File: config.mk
export PLATFORM = sky130hd
export DESIGN_NAME = integration_scheduler
export DESIGN_NICKNAME = d
export VERILOG_FILES = /design/src/rtl/integ_sched_pkg.sv /design/src/rtl/sample_window_counter.sv /design/src/rtl/integration_scheduler.sv
export SDC_FILE = /design/constraint.sdc
export NUM_CORES = 1
export LEC_CHECK = 0
export ABC_AREA = 1
export CAP_MARGIN = 20
export CELL_PAD_IN_SITES_DETAIL_PLACEMENT = 0
export CELL_PAD_IN_SITES_GLOBAL_PLACEMENT = 2
export CORE_UTILIZATION = 29
export CTS_CLUSTER_DIAMETER = 60
export DETAILED_ROUTE_END_ITERATION = 12
export PLACE_DENSITY = 0.95
export SYNTH_ARGS = -nofsm -noshare
export SYNTH_HDL_FRONTEND = slang
export SYNTH_HIERARCHICAL = 1
export SYNTH_SLANG_ARGS = --single-unit
export TNS_END_PERCENT = 10
File: constraint.sdc
create_clock -name clk -period 6.8 [get_ports clk]
set_input_delay 1.02 -clock clk [delete_from_list [all_inputs] [get_ports clk]]
set_output_delay 1.02 -clock clk [all_outputs]
set_load 0.01 [all_outputs]
File: src/rtl/integ_sched_pkg.sv
// rtl/integ_sched_pkg.sv - shared state type, default widths and overrun counter width for the integration scheduler
package integ_sched_pkg;

    localparam int DEF_CNT_W      = 32;
    localparam int DEF_NWIN_W     = 16;
    localparam int DEF_ALIGN_LOG2 = 10;
    localparam int OVR_CNT_W      = 16;

    typedef enum logic [2:0] {
        S_IDLE,
        S_ARMED,
        S_HOLDOFF,
        S_INTEGRATE,
        S_CLOSE
    } sched_state_t;

endpackage

File: src/rtl/sample_window_counter.sv
// rtl/sample_window_counter.sv - sample counter with clear/seed, enable and terminal-count flag against a preset
module sample_window_counter
    import integ_sched_pkg::*;
#(
    parameter int CNT_W = DEF_CNT_W
) (
    input  logic             clk,
    input  logic             rst,
    input  logic             clr,
    input  logic             seed,
    input  logic             en,
    input  logic [CNT_W-1:0] preset,
    output logic [CNT_W-1:0] count,
    output logic             term
);

    // A clear may seed the count with a coincident sample so a new window starts at 1.
    always_ff @(posedge clk) begin
        if (rst) begin
            count <= '0;
        end else if (clr) begin
            count <= CNT_W'(seed);
        end else if (en && (count != '1)) begin
            count <= count + CNT_W'(1);
        end
    end

    // Asserted in the cycle whose sample brings the count up to the preset.
    assign term = en && ((count + CNT_W'(1)) == preset);

endmodule

File: src/rtl/integration_scheduler.sv
// rtl/integration_scheduler.sv - arm/trigger/holdoff/window sequencer for ADC capture; optional INTEG_SCHED_TS_ALIGN_EN
module integration_scheduler
    import integ_sched_pkg::*;
#(
    parameter int CNT_W      = DEF_CNT_W,
    parameter int NWIN_W     = DEF_NWIN_W,
    parameter int ALIGN_LOG2 = DEF_ALIGN_LOG2
) (
    input  logic                 clk,
    input  logic                 rst,
    input  logic                 arm,
    input  logic                 abort,
    input  logic                 ext_trigger,
    input  logic [CNT_W-1:0]     cfg_window_len,
    input  logic [CNT_W-1:0]     cfg_holdoff,
    input  logic [NWIN_W-1:0]    cfg_num_windows,
    input  logic                 sample_valid,
    input  logic [63:0]          in_timestamp,
    input  logic                 pkt_busy,
    output logic                 cap_ena,
    output logic                 cap_start,
    output logic                 cap_capture,
    output logic [NWIN_W-1:0]    win_index,
    output logic [63:0]          win_ts,
    output logic                 busy,
    output logic                 done,
    output logic                 overrun,
    output logic [OVR_CNT_W-1:0] overrun_cnt
);

    sched_state_t      state;
    logic [CNT_W-1:0]  len_sh;
    logic [CNT_W-1:0]  hold_sh;
    logic [NWIN_W-1:0] num_sh;
    logic              last_win;

    logic              cnt_clr;
    logic              cnt_seed;
    logic [CNT_W-1:0]  cnt_preset;
    logic [CNT_W-1:0]  cnt_count;
    logic              cnt_term;
    logic              trig;
    logic [NWIN_W-1:0] win_next;
    logic              final_integ;
    logic              final_close;

`ifdef INTEG_SCHED_TS_ALIGN_EN
    assign trig = ext_trigger || (sample_valid && (in_timestamp[ALIGN_LOG2-1:0] == '0));
`else
    logic [31:0] unused_align;
    assign unused_align = 32'(ALIGN_LOG2);
    assign trig         = ext_trigger;
`endif

    assign win_next    = win_index + NWIN_W'(1);
    assign final_integ = (num_sh != '0) && (win_next == num_sh);
    assign final_close = (num_sh != '0) && ((win_next + NWIN_W'(1)) == num_sh);

    // One counter serves holdoff and the window; it is held clear outside those phases.
    always_comb begin
        cnt_clr    = 1'b1;
        cnt_seed   = 1'b0;
        cnt_preset = len_sh;
        case (state)
            S_HOLDOFF: begin
                cnt_preset = hold_sh;
                cnt_clr    = abort || cnt_term;
            end
            S_INTEGRATE: cnt_clr = 1'b0;
            S_CLOSE:     cnt_seed = sample_valid;
            default:     ;
        endcase
    end

    sample_window_counter #(
        .CNT_W (CNT_W)
    ) u_counter (
        .clk    (clk),
        .rst    (rst),
        .clr    (cnt_clr),
        .seed   (cnt_seed),
        .en     (sample_valid),
        .preset (cnt_preset),
        .count  (cnt_count),
        .term   (cnt_term)
    );

    always_ff @(posedge clk) begin
        if (rst) begin
            state       <= S_IDLE;
            len_sh      <= '0;
            hold_sh     <= '0;
            num_sh      <= '0;
            last_win    <= 1'b0;
            cap_ena     <= 1'b0;
            cap_start   <= 1'b0;
            cap_capture <= 1'b0;
            win_index   <= '0;
            win_ts      <= '0;
            busy        <= 1'b0;
            done        <= 1'b0;
            overrun     <= 1'b0;
            overrun_cnt <= '0;
        end else begin
            cap_start   <= 1'b0;
            cap_capture <= 1'b0;
            done        <= 1'b0;
            case (state)
                S_IDLE: begin
                    if (arm && !abort) begin
                        len_sh      <= (cfg_window_len == '0) ? CNT_W'(1) : cfg_window_len;
                        hold_sh     <= cfg_holdoff;
                        num_sh      <= cfg_num_windows;
                        overrun     <= 1'b0;
                        overrun_cnt <= '0;
                        win_index   <= '0;
                        last_win    <= 1'b0;
                        busy        <= 1'b1;
                        state       <= S_ARMED;
                    end
                end
                S_ARMED: begin
                    if (abort) begin
                        state <= S_IDLE;
                        busy  <= 1'b0;
                        done  <= 1'b1;
                    end else if (trig) begin
                        if (hold_sh != '0) begin
                            state <= S_HOLDOFF;
                        end else begin
                            state     <= S_INTEGRATE;
                            cap_start <= 1'b1;
                            cap_ena   <= 1'b1;
                        end
                    end
                end
                S_HOLDOFF: begin
                    if (abort) begin
                        state <= S_IDLE;
                        busy  <= 1'b0;
                        done  <= 1'b1;
                    end else if (cnt_term) begin
                        state     <= S_INTEGRATE;
                        cap_start <= 1'b1;
                        cap_ena   <= 1'b1;
                    end
                end
                S_INTEGRATE: begin
                    if (sample_valid && (cnt_count == '0)) begin
                        win_ts <= in_timestamp;
                    end
                    if (abort || cnt_term) begin
                        state       <= S_CLOSE;
                        cap_capture <= 1'b1;
                        last_win    <= abort || final_integ;
                        done        <= abort || final_integ;
                    end
                end
                S_CLOSE: begin
                    win_index <= win_next;
                    if (pkt_busy) begin
                        overrun <= 1'b1;
                        if (overrun_cnt != '1) begin
                            overrun_cnt <= overrun_cnt + OVR_CNT_W'(1);
                        end
                    end
                    if (last_win || abort) begin
                        state    <= S_IDLE;
                        cap_ena  <= 1'b0;
                        busy     <= 1'b0;
                        last_win <= 1'b0;
                        done     <= !last_win;
                    end else begin
                        if (sample_valid) begin
                            win_ts <= in_timestamp;
                        end
                        // A one-sample window seeded in this cycle is already complete.
                        if (sample_valid && (len_sh == CNT_W'(1))) begin
                            cap_capture <= 1'b1;
                            last_win    <= final_close;
                            done        <= final_close;
                        end else begin
                            state <= S_INTEGRATE;
                        end
                    end
                end
                default: state <= S_IDLE;
            endcase
        end
    end

endmodule

---- After elaboration in Yosys (flattened, before gate mapping) ----
Index checks and enable logic that the tools add are counted.
storage, ports and cells
  register bits after elaboration ......... 218
  output and inout port bits .............. 102
  bits of input ports ..................... 151
cells by class
  mux-type cells .......................... 57
  $add $sub $neg .......................... 4
  eq/ne operators ......................... 28
  reduce and logical (&&, ||, !) cells .... 34
operators by type and width
  operator                                        number
  two-way mux 64 bit                              3
  case mux 64 bit (2 select lines)                1
  logical NOT 32 bit                              2
  two-way mux 32 bit                              2
  case mux 16 bit (2 select lines)                2
  adder 16 x 1 -> 16 bit, second input constant   3
  two-way mux 16 bit                              3
  adder 32 x 1 -> 32 bit, second input constant   1
  == test 16 bit                                  2
  == test 32 x 1 -> 1 bit, second input constant  1
  == test 32 bit                                  1
  != test 32 bit, second input constant           1
  nonzero test 32 bit                             1
  two-way mux 1 bit                               29
  != test 2 bit, second input constant            13
  two-way mux 3 bit                               8
  != test 16 bit, second input constant           1
  AND reduction 4 bit                             4
  nonzero test 16 bit                             1
  case mux 3 bit (5 select lines)                 1
  != test 3 bit, second input constant            4
  case mux 1 bit (3 select lines)                 4
  nonzero test 3 bit                              3
  case mux 1 bit (2 select lines)                 4
  other kinds (14)                                28

---- Logic depth before layout (Yosys ltp) ----
  word-level depth ........................ 7
  mapped depth ............................ 27
  mapped depth without buffers ............ 27

---- Modules after synthesis ----
Netlist, hierarchy kept.
modules (own cells, without submodules)
  module                 area an instance (um2)  cells each  times used
  integration_scheduler  8,866.0                 1,316       1
  sample_window_counter  2,930.3                 522         1

---- Least setup slack after synthesis ----
No wires, ideal clock.
  path type ............................... reg2reg
  start point ............................. reg state[1]
  end point ............................... reg state[0]
  arrival ................................. 2.812 ns
  cell stages (with the launch flop) ...... 26
  buffers on the path ..................... 1
  slack ................................... 3.856 ns
  period minus slack after synthesis ...... 2.944 ns
  required time ........................... 6.668 ns
  cells stage by stage .................... dfxtp_1 inv_1 nor2_1 inv_1 nor2_2 clkbuf_1 o21ai_0 xnor2_1 nor2_1 nand3_1 nor2_1 nand3_1 nor2_1 nand2_1 nor2_1 nand2_1 nor2_1 nor2_1 a21oi_1 inv_1 a21oi_1 inv_1 a21oi_1 inv_1 nand2_1 a21oi_1
on the way
  longest elaborated chain between the ends .. 7
  elaborated cells between the ends (all ways) .. 16
  classes of those cells .................. 10 x eq/ne; 2 x mux; 4 x reduce/logical
RTL lines
  element                                   RTL line                      RTL
  start: declaration                        integration_scheduler.sv:31   sched_state_t state;
  start signal: assignment                  integration_scheduler.sv:90   state <= S_IDLE;
  start signal: assignment                  integration_scheduler.sv:119  state <= S_ARMED;
  start signal: assignment                  integration_scheduler.sv:124  state <= S_IDLE;
  == test 3 x 2 -> 1 bit (*)                integration_scheduler.sv:64   case (state)
  two-way mux 32 bit (*)                    integration_scheduler.sv:64
  named net cnt_preset[0]                   integration_scheduler.sv:39   logic [CNT_W-1:0] cnt_preset;
  == test 32 bit (*)                        sample_window_counter.sv:29   assign term = en && ((count + CNT_W'(1)) == preset);
  logical AND 1 bit (*)                     sample_window_counter.sv:29
  named net cnt_term                        integration_scheduler.sv:41   logic cnt_term;
  logical OR 1 bit                          integration_scheduler.sv:152  if (abort || cnt_term) begin
  != test 2 bit (no source line)            --
  AND reduction 5 bit (no source line) (*)  --
Mark *: on every way through the listed nets, which the timed path passes. The rest lies on a longest branch.
A chain may end at the register's enable or synchronous reset.

---- Worst setup path in the final report ----
Ends and elaborated chain as after synthesis.

==> run summary <==
Hpwl dp: 32900 um
Sequential fraction of the synthesis area: 37.0%
Worst-path fanout max: 37
Final Hold Vio Count: 0
Count of cell types in the netlist: 40
Placer Congestion: 0.890
Hold buffers post-CTS: 0
Total power: 0.00452 W
Worst min-delay path category: register to register
Worst EP required: 7190 ps
Max clock buf depth: 3
CP Launch Type: register
Critical path type: register to register
Maximum clock rate: 0.239 GHz
Routed Antenna Nets: 0
Post-route cell area: 16000 um^2
Setup Skew: 22.2 ps
Slew @ Worst Pin: 963 ps
Die Span X: 204 um
P&R area growth vs syn: 35.7%
CP endpoint kind: register
Std-Cell Core Area: 39900 um^2
# IOs: 253
Post-Place Worst Slack: 2140 ps
FP Rows: 73
Period utilization: 61.6%
Syn Nets: 1993
Clock root buffer: clkbuf_16
Worst-path clk slew: 60 ps
Sink Count: 218
Synth Area per Inst: 6.42 um^2
TritonCTS Buffers: 34
RSZ-0062 raised after global routing: no
Final setup margin: 2610 ps
Postcts setup bufs: 0
Fin util: 40.1%
Fill cells: 4162
First-pass GRT wire length: 66600 um
Area of the mapped netlist: 11800 um^2
Port Buf Inserts: 252
Remaining Overflow, GRT: 0
Initial antenna violation count: 6
FF+latch count, synth: 218
Cell count after synthesis: 1838
Die area: 41500 um^2
Share of post-route cells with drive strength above 1: 6.62%
Slew Limit Fails: 0
Post-synth EDFFs: 0
Ys flop type: dfxtp_1
Synth Warn #: 6
Pwr dens: 283 nW/um^2
Clock Latency Late Sink: 530 ps
Leakage Power: 6.20 nW
Pre-antenna DRT Iters: 5
CTS tree: done
R2R setup slack: 2610 ps
# DRC: 0
Arrival @ worst endpoint: 4580 ps
FFs w/ async S/R, synth: 0%
Largest net degree at the start of global routing: 99
1st-iter DRT viols: 815
CTS HTree Levels: 2
Die Ht: 204 um
# resized after CTS: 0
Vias: 12700
Via/cell ratio: 4.83
Final count of negative-setup-slack endpoints: 0
Routed WL per cell: 16.6 um
Initial Util: 29.6%
Global-route usage over all layers: 20.7%
Status: finished clean
Post-route minimum period: 4190 ps
Placed Instance Area: 14800 um^2
Max-cap violations: 0
Worst relative slew slack: 35.8%
Nets: 2228
Routed WL: 43500 um
Fin Setup TNS: 0 ps
Peak VDD IR: 0.000204 V
Vias in the first global route: 11900
-- layer usage --
metal,vias to the layer above,global-route usage [%],part of all wire (%)
met2,370,32.9,45
met5,-,0,0.080
met4,6,6.15,2.3
li1,6450,-,-
met1,5798,26.3,44
met3,63,6.71,8.7
-- synthesized netlist by cell type, types with 4 or more instances --
master / instances / area (um^2)
buf_1: 4 / 15.0
ha_1: 4 / 50.1
a211oi_1: 8 / 60.1
nand2_1: 407 / 1530
o22ai_1: 16 / 100
dfxtp_1: 218 / 4360
nand4_1: 40 / 250
inv_2: 8 / 30.0
nor2_1: 277 / 1040
nor3_1: 12 / 60.1
a31oi_1: 13 / 81.3
nand3_1: 128 / 641
xor2_1: 16 / 140
a21oi_1: 100 / 500
buf_2: 7 / 35.0
o21ai_0: 193 / 966
nor4_1: 19 / 119
clkbuf_1: 53 / 199
nor2_4: 12 / 135
o21ai_1: 12 / 60.1
nor2_2: 15 / 93.8
nand3b_1: 8 / 60.1
inv_1: 217 / 815
nand2_4: 5 / 56.3
nand2_2: 21 / 131
-- state kept, by name, summed over array words and instances (netlist names), 3 cells and up --
register         cells
win_ts              64
hold_sh             32
len_sh              32
u_counter/count     32
num_sh              16
overrun_cnt         16
win_index           16
state                3
-- where the power goes --
part           switching [W]  leakage, nW  internal [W]
Sequential          0.000107         1.77       0.00144
Combinational       0.000718         3.87      0.000459
Clock               0.000700        0.559       0.00110
-- through the flow --
step | std cells | hold slack (ps)
floorplan | 1838 | 444
global placement | 2560 | 454
detailed placement | 2560 | 454
CTS | 2622 | 463
global route | 2625 | 484
finish | 2627 | 466
-- cell families (layout without fill, tap and decap cells) --
family	after synthesis	in the layout	synth area share (%)
xor+xnor	21	21	1.80
compound gates	348	348	15.4
buf+inv	293	554	9.46
other cells	0	3	0
fa+ha+maj	4	4	0.424
flops	218	218	37.0
simple gates	954	954	35.9
-- worst paths after layout --
check                           endpoint  cells after the start      from
worst max-delay path            state[0]                     24  state[1]
worst min-delay path             cap_ena                      2   cap_ena
worst max register to register  state[0]                     24  state[1]
worst min register to register   cap_ena                      2   cap_ena
-- area by class of cell --
cell class | instances | area, um^2 | share of cell area [%]
Timing Repair Buffer | 264 | 2640 | 16.5
Tap cell | 525 | 657 | 4.10
Antenna cell | 3 | 7.51 | 0.0469
Sequential cell | 218 | 4360 | 27.3
Multi-Input combinational cell | 1327 | 6330 | 39.5
Clock inverter | 19 | 233 | 1.45
Inverter | 228 | 856 | 5.35
Clock buffer | 43 | 926 | 5.78
-- worst max-delay path, cell delays in order (launching register included) --
cell and delay [ps]:
dfxtp_1 370, inv_1 50, nor2_1 110, inv_1 90, nor2_4 590, buf_4 390
nand2_1 70, o21ai_0 270, inv_1 90, nand3_1 100, nand2_1 50, nor2_1 220
nand2_1 80, nor2_1 100, nand2_1 60, nor2_1 330, nor2_1 150, a21oi_1 150
inv_1 70, a21oi_1 130, inv_1 80, a21oi_1 270, inv_1 100, nand2_1 70
a21oi_1 60
-- placed cells by master (no fill, tap or decap), types with 8 or more instances in the layout --
cell type / synthesis / routed
nand2_1: 407 / 406
nor2_1: 277 / 277
clkdlybuf4s50_1: 0 / 251
dfxtp_1: 218 / 218
inv_1: 217 / 216
o21ai_0: 193 / 193
nand3_1: 128 / 128
a21oi_1: 100 / 100
nand4_1: 40 / 40
clkbuf_16: 0 / 35
nand2_2: 21 / 21
nor4_1: 19 / 19
o22ai_1: 16 / 16
xor2_1: 16 / 16
nor2_2: 15 / 14
nor2_4: 12 / 13
a31oi_1: 13 / 13
nor3_1: 12 / 12
o21ai_1: 12 / 12
buf_4: 0 / 10
inv_2: 8 / 9
a211oi_1: 8 / 8
nand3b_1: 8 / 8
Note: power is estimated with default switching activity, not from simulation.
